==> src/rtl/qa_csr_pkg.sv <==
// Shared CSR address map, frame register offsets and debug request type for the QA CSR bank.
package qa_csr_pkg;

  localparam logic [13:0] CSR_DSM_BASEL          = 14'h1A00;
  localparam logic [13:0] CSR_DSM_BASEH          = 14'h1A04;
  localparam logic [13:0] CSR_CNTXT_BASEL        = 14'h1A08;
  localparam logic [13:0] CSR_CNTXT_BASEH        = 14'h1A0C;
  localparam logic [13:0] CSR_AFU_EN             = 14'h1A10;
  localparam logic [13:0] CSR_AFU_TRIGGER_DEBUG  = 14'h1A14;
  localparam logic [13:0] CSR_FRAME_BASE_DEF     = 14'h1B00;

  // Word offset of a register inside a channel's 16-byte frame window.
  typedef enum logic [1:0] {
    READ_L  = 2'd0,
    READ_H  = 2'd1,
    WRITE_L = 2'd2,
    WRITE_H = 2'd3
  } frame_reg_e;

  localparam int unsigned AFU_DEBUG_REQ_W = 4;
  typedef logic [AFU_DEBUG_REQ_W-1:0] t_AFU_DEBUG_REQ;

endpackage

==> src/rtl/qa_csr_bank_reg64.sv <==
// 64-bit CSR committed atomically: low half lands in a shadow, high-half write commits both.
module qa_csr_reg64 (
  input  logic        clk,
  input  logic        reset,
  input  logic        wr_lo,
  input  logic        wr_hi,
  input  logic        invalidate,
  input  logic [31:0] data,
  output logic [63:0] value,
  output logic        committed,
  output logic        update,
  output logic        seq_err
);

  logic [31:0] shadow;
  logic        pending;

  always_ff @(posedge clk) begin
    if (reset) begin
      shadow    <= '0;
      pending   <= 1'b0;
      value     <= '0;
      committed <= 1'b0;
      update    <= 1'b0;
    end else begin
      update <= wr_hi;
      if (wr_lo) begin
        shadow  <= data;
        pending <= 1'b1;
      end else if (wr_hi) begin
        value     <= {data, shadow};
        pending   <= 1'b0;
        committed <= 1'b1;
      end else if (invalidate) begin
        pending   <= 1'b0;
        committed <= 1'b0;
      end
    end
  end

  // A high write without a fresh low half still commits the retained shadow.
  assign seq_err = wr_hi & ~pending;

endmodule

==> src/rtl/qa_csr_bank.sv <==
// QA AFU CSR write decoder with atomic 64-bit commits and per-channel frame bases.
// Optional error counter built only when QA_CSR_ERR_CNT_EN is defined.
module qa_csr_bank
  import qa_csr_pkg::*;
#(
  parameter int unsigned N_CHANNELS     = 1,
  parameter logic [13:0] CSR_FRAME_BASE = CSR_FRAME_BASE_DEF,
  parameter int unsigned TRIG_HOLD      = 1,
  parameter int unsigned DEBUG_W        = $bits(t_AFU_DEBUG_REQ)
) (
  input  logic                     clk,
  input  logic                     reset,
  input  logic                     cfg_valid,
  input  logic [13:0]              cfg_addr,
  input  logic [31:0]              cfg_data,
  output logic [63:0]              dsm_base,
  output logic                     dsm_base_valid,
  output logic [63:0]              cntxt_base,
  output logic                     cntxt_base_valid,
  output logic                     afu_en,
  output logic [DEBUG_W-1:0]       trigger_debug,
  output logic [N_CHANNELS*64-1:0] read_frame,
  output logic [N_CHANNELS*64-1:0] write_frame,
  output logic [N_CHANNELS-1:0]    frame_valid,
  output logic [N_CHANNELS-1:0]    frame_update,
  output logic [15:0]              seq_err_cnt
);

  logic [13:0]             off;
  logic [2:0]              ch;
  frame_reg_e              freg;
  logic                    fixed_hit;
  logic                    frame_hit;
  logic                    unmapped;
  logic                    afu_wr;
  logic                    afu_fall;
  logic                    trig_wr;
  logic [7:0]              hold_cnt;
  logic [2*N_CHANNELS+1:0] seq_err_vec;
  logic                    dsm_upd;
  logic                    cntxt_upd;

  always_comb begin
    off       = cfg_addr - CSR_FRAME_BASE;
    ch        = off[6:4];
    freg      = frame_reg_e'(off[3:2]);
    fixed_hit = (cfg_addr == CSR_DSM_BASEL)   || (cfg_addr == CSR_DSM_BASEH)   ||
                (cfg_addr == CSR_CNTXT_BASEL) || (cfg_addr == CSR_CNTXT_BASEH) ||
                (cfg_addr == CSR_AFU_EN)      || (cfg_addr == CSR_AFU_TRIGGER_DEBUG);
    // Below-base addresses wrap to a large offset and fall out of the window.
    frame_hit = cfg_valid && !fixed_hit && (cfg_addr >= CSR_FRAME_BASE) &&
                (off < 14'(16 * N_CHANNELS));
    unmapped  = cfg_valid && !fixed_hit && !frame_hit;
    afu_wr    = cfg_valid && (cfg_addr == CSR_AFU_EN);
    afu_fall  = afu_wr && afu_en && !cfg_data[0];
    trig_wr   = cfg_valid && (cfg_addr == CSR_AFU_TRIGGER_DEBUG);
  end

  qa_csr_reg64 u_dsm (
    .clk        (clk),
    .reset      (reset),
    .wr_lo      (cfg_valid && (cfg_addr == CSR_DSM_BASEL)),
    .wr_hi      (cfg_valid && (cfg_addr == CSR_DSM_BASEH)),
    .invalidate (1'b0),
    .data       (cfg_data),
    .value      (dsm_base),
    .committed  (dsm_base_valid),
    .update     (dsm_upd),
    .seq_err    (seq_err_vec[0])
  );

  qa_csr_reg64 u_cntxt (
    .clk        (clk),
    .reset      (reset),
    .wr_lo      (cfg_valid && (cfg_addr == CSR_CNTXT_BASEL)),
    .wr_hi      (cfg_valid && (cfg_addr == CSR_CNTXT_BASEH)),
    .invalidate (1'b0),
    .data       (cfg_data),
    .value      (cntxt_base),
    .committed  (cntxt_base_valid),
    .update     (cntxt_upd),
    .seq_err    (seq_err_vec[1])
  );

  for (genvar c = 0; c < N_CHANNELS; c++) begin : g_ch
    logic sel;
    logic rd_com, wr_com, rd_upd, wr_upd;

    assign sel = frame_hit && (ch == 3'(c));

    qa_csr_reg64 u_rd (
      .clk        (clk),
      .reset      (reset),
      .wr_lo      (sel && (freg == READ_L)),
      .wr_hi      (sel && (freg == READ_H)),
      .invalidate (afu_fall),
      .data       (cfg_data),
      .value      (read_frame[64*c +: 64]),
      .committed  (rd_com),
      .update     (rd_upd),
      .seq_err    (seq_err_vec[2+2*c])
    );

    qa_csr_reg64 u_wr (
      .clk        (clk),
      .reset      (reset),
      .wr_lo      (sel && (freg == WRITE_L)),
      .wr_hi      (sel && (freg == WRITE_H)),
      .invalidate (afu_fall),
      .data       (cfg_data),
      .value      (write_frame[64*c +: 64]),
      .committed  (wr_com),
      .update     (wr_upd),
      .seq_err    (seq_err_vec[3+2*c])
    );

    assign frame_valid[c]  = rd_com & wr_com;
    assign frame_update[c] = rd_upd | wr_upd;
  end

  always_ff @(posedge clk) begin
    if (reset) begin
      afu_en <= 1'b0;
    end else if (afu_wr) begin
      afu_en <= cfg_data[0];
    end
  end

  always_ff @(posedge clk) begin
    if (reset) begin
      trigger_debug <= '0;
      hold_cnt      <= '0;
    end else if (trig_wr) begin
      trigger_debug <= cfg_data[DEBUG_W-1:0];
      hold_cnt      <= 8'(TRIG_HOLD - 1);
    end else if (hold_cnt != '0) begin
      hold_cnt <= hold_cnt - 8'd1;
    end else begin
      trigger_debug <= '0;
    end
  end

`ifdef QA_CSR_ERR_CNT_EN
  logic [15:0] err_cnt;

  always_ff @(posedge clk) begin
    if (reset) begin
      err_cnt <= '0;
    end else if (((|seq_err_vec) || unmapped) && (err_cnt != '1)) begin
      err_cnt <= err_cnt + 16'd1;
    end
  end

  assign seq_err_cnt = err_cnt;
`else
  logic unused_err_src;
  assign unused_err_src = ^{seq_err_vec, unmapped, dsm_upd, cntxt_upd};
  assign seq_err_cnt    = '0;
`endif

`ifdef QA_CSR_ERR_CNT_EN
  logic unused_upd;
  assign unused_upd = dsm_upd ^ cntxt_upd;
`endif

endmodule

==> config.mk <==
export PLATFORM = sky130hd
export DESIGN_NAME = qa_csr_bank
export DESIGN_NICKNAME = d
export VERILOG_FILES = /design/src/rtl/qa_csr_pkg.sv /design/src/rtl/qa_csr_bank_reg64.sv /design/src/rtl/qa_csr_bank.sv
export SDC_FILE = /design/constraint.sdc
export NUM_CORES = 1
export LEC_CHECK = 0
export BUFFER_PORTS_ARGS = -buffer_cell sky130_fd_sc_hd__buf_4
export CORE_ASPECT_RATIO = 1.2
export CORE_UTILIZATION = 55
export CTS_BUF_LIST = sky130_fd_sc_hd__clkbuf_8 sky130_fd_sc_hd__clkbuf_16
export CTS_CLUSTER_SIZE = 25
export DETAILED_ROUTE_END_ITERATION = 8
export PLACE_DENSITY = 0.82
export SLEW_MARGIN = 20
export SYNTH_ARGS = -nofsm -noshare
export SYNTH_HDL_FRONTEND = slang
export SYNTH_SLANG_ARGS = --single-unit
==> constraint.sdc <==
create_clock -name clk -period 2.7 [get_ports clk]
set_input_delay 0.135 -clock clk [delete_from_list [all_inputs] [get_ports clk]]
set_output_delay 0.135 -clock clk [all_outputs]
set_load 0.05 [all_outputs]
==> key figures <==
Run status
  • Status: finished, final reports clean

Power and ir drop
  • Power density over the cells: 617 nW/um^2
  • Peak VDD IR: 561 uV
  • Combinational power share: 5.5%
  • NetSw: 2.78 mW
  • Seq pwr share: 50.3%
  • Total chip power: 12.0 mW
  • Static Leak: 8.71 nW
  • Int Power: 9.25 mW
  • Clk pwr share: 44.3%
  • Switching part of the total: 23.1%

Drt
  • DRC viols: 0
  • Uppermost routed layer: met4
  • Drt first pass iters: 5
  • Met3 WL: 2840 um
  • Routed metal-1 wire length: 16,700 um
  • DRT antenna net count: 0
  • Met2 wire length: 20,100 um
  • Post-Route WL: 41,100 um
  • Vias: 11,900
  • Wire per inst: 18.5 um
  • Starting DRT DRC Count: 635
  • Vias per std cell: 5.35

CTS
  • Root buf cell: clkbuf_16
  • Depth of the CTS H-tree: 2
  • CTS Buffer Depth: 3
  • Clock tree sinks: 403
  • Hold Buf Count CTS: 2
  • Clock latency at the later pin of the worst-skew pair: 0.53 ns
  • Number of CTS-inserted buffers: 40
  • Clock slew at reported path FFs: 0.07 ns
  • Post-CTS sizing: 0
  • Postcts setup bufs: 0
  • CTS tree: built

Die
  • Row cnt: 67
  • Io pins: 330
  • Vert. Die Dim: 188 um
  • Core Footprint: 28,200 um^2
  • Full die area: 29,500 um^2
  • Initial Utilization: 56.3%
  • Die X-Extent: 157 um

STA
  • Worst hold slack: 0.0600 ns
  • Worst Tran Pin Value: 0.871 ns
  • Skew final: 0.00670 ns
  • Tcrit/Tclk final: 69.8%
  • Minimum clock period: 1.88 ns
  • Hold Violations, Final: 0
  • Worst slew margin: 42.0%
  • RSZ-0062 raised after global routing: no
  • Final setup violation count: 0
  • Slew Viols, Final: 0
  • Setup TNS: 0 ns
  • Fmax achieved: 531 MHz

Place
  • Final RePlAce weighted congestion: 0.800
  • DP Area: 18,200 um^2
  • Hpwl dp: 26,100 um
  • Port Buffers: 313

Synthesis
  • Gate Count Post-Synth: 1,576
  • Post-Syn Area per Cell: 10.1 um^2
  • Synth top area share: 50.9%
  • Distinct cell type count after synthesis: 39
  • Synth warnings: 0
  • Register area share after synthesis: 50.9%
  • Mapped cell area: 15,900 um^2
  • Yosys top cell by area: dfxtp_1
  • Synth Register Bits: 403
  • Area contributors post-synth: dfxtp_1 51%, mux2i_1 17%, nand2b_1 12%

GRT
  • Largest net degree at the start of global routing: 125
  • First-pass GRT wire length: 63,900 um
  • Antenna violations before repair: 0
  • Grt ovf: 0
  • Vias in the first global route: 11,600
  • GRT Total Usage: 27.6%

Worst setup path
  • Reg2Reg Launch Point: hold_cnt[2]
  • CP Capture Point: hold_cnt[1]
  • CP Launch Point: hold_cnt[2]
  • WP data arrival: 2.26 ns
  • Critical path capture point type: register
  • Worst r2r path cells: 3
  • Reg2reg end: hold_cnt[1]
  • Setup crit start kind: register
  • CP max FO: 5
  • Crit path kind: register to register
  • R2R Setup Slk: 0.82 ns
  • WP data required: 3.07 ns

Layout
  • Layout fillers: 2,188
  • Fin util: 69.2%
  • Area Growth Syn to Fin: 22.9%
  • # diodes: 0
  • Layout net count: 1,859
  • Share of cells above drive strength 1: 22.5%
  • Finished Cell Area: 19,500 um^2

Flow run
  • Max Cap Viol: 0

Min path
  • HP Class: input port to register
  • Worst hold stages: 3
## flip-flops by register name, summed over array words and instances, names as in the netlist
signal,count
g_ch.u_wr.committed,1
u_cntxt.committed,1
g_ch.u_rd.committed,1
afu_en,1
g_ch.u_wr.update,1
g_ch.u_wr.value,64
u_dsm.committed,1
u_cntxt.shadow,32
g_ch.u_rd.update,1
g_ch.u_rd.value,64
u_dsm.shadow,32
hold_cnt,8
trigger_debug,4
g_ch.u_wr.shadow,32
u_dsm.value,64
u_cntxt.value,64
g_ch.u_rd.shadow,32
## worst max-delay path, cell delays in order (launching register included)
cell and delay [ns]:
dfxtp_1 0.35, nor4_1 0.59, nand3_1 0.27, a2111oi_0 0.53
## through the flow
stage,setup WS (ns),instances
3_5_place_dp,0.541,2144
3_3_place_gp,0.560,2144
6_report,0.816,2217
2_1_floorplan,1.11,1591
4_1_cts,0.780,2217
5_1_grt,0.622,2217
## layout make-up
| type | count | area [um^2] | area share (%) |
|---|---|---|---|
| Inverter | 5 | 18.8 | 0.0962 |
| Clock buffer | 49 | 1140 | 5.82 |
| Tap cell | 379 | 474 | 2.43 |
| Timing Repair Buffer | 340 | 2650 | 13.6 |
| Clock inverter | 22 | 131 | 0.674 |
| Multi-Input combinational cell | 1019 | 7020 | 36.0 |
| Sequential cell | 403 | 8070 | 41.4 |
## power groups by stage
stage          clock network, mW  registers [mW]  logic (mW)
6_report                    5.32            6.05       0.659
5_1_grt                     5.63            6.05       0.719
4_1_cts                     5.41            6.05       0.662
3_5_place_dp                   0            6.18       0.653
3_3_place_gp                   0            6.17       0.627
2_1_floorplan                  0            6.17       0.481
## cells in the mapped netlist, drive strengths merged
cell type and instances:
inv 5, nand3 2, buf 55, a21oi 3
and4bb 1, ha 1, conb 1, mux2i 262
o22ai 2, clkbuf 109, nor2b 128, o21ai 256
xnor2 3, nand4 2, xor2 2, or4b 2
nand2 8, and2 1, nor4b 1, or3 2
nor3 9, o31ai 2, nor2 11, a31oi 1
a2111oi 1, or4 3, nand2b 293, nand3b 1
nor4 3, dfxtp 403, or2 3
## kinds of logic (layout without fill, tap and decap cells)
logic type	after synthesis	count (layout)	share of synthesized area, %
XOR/XNOR	5	5	0.276
adder cells (fa/ha/maj)	1	1	0.0789
flip-flops	403	403	50.9
AO/OA/AOI/OAI	265	265	8.44
other	1	16	0.0236
multiplexers	262	262	16.5
buffers and inverters	169	416	5.43
AND/OR/NAND/NOR	470	470	18.4
## layer usage
metal	vias to the layer above	GRT usage (%)
li1	5667	-
met1	5718	33.3
met2	393	47.3
met3	86	6.06
met4	0	10.9
met5	-	0
## cells in the final DEF (no fill, tap or decap), types with 11 or more instances in the layout
cell / instances
inv_1: 13
nor2b_1: 128
mux2i_1: 262
nor2_1: 11
conb_1: 16
nand2b_1: 293
clkbuf_16: 41
o21ai_1: 18
buf_4: 330
o21ai_0: 238
dfxtp_1: 403
## worst min path at each step
| stage | endpoint | slack (ns) | startpoint |
|---|---|---|---|
| finish | u_dsm.value[63] | 0.06 | cfg_addr[3] |
| global route | u_dsm.value[63] | 0.05 | cfg_addr[3] |
| CTS | u_dsm.value[63] | 0.04 | cfg_addr[3] |
| detailed placement | u_cntxt.committed | 0.44 | u_cntxt.committed |
| global placement | u_dsm.committed | 0.44 | u_dsm.committed |
| floorplan | g_ch[0].u_rd.committed | 0.40 | cfg_data[0] |
No activity file was read; power rests on OpenSTA's default activity.
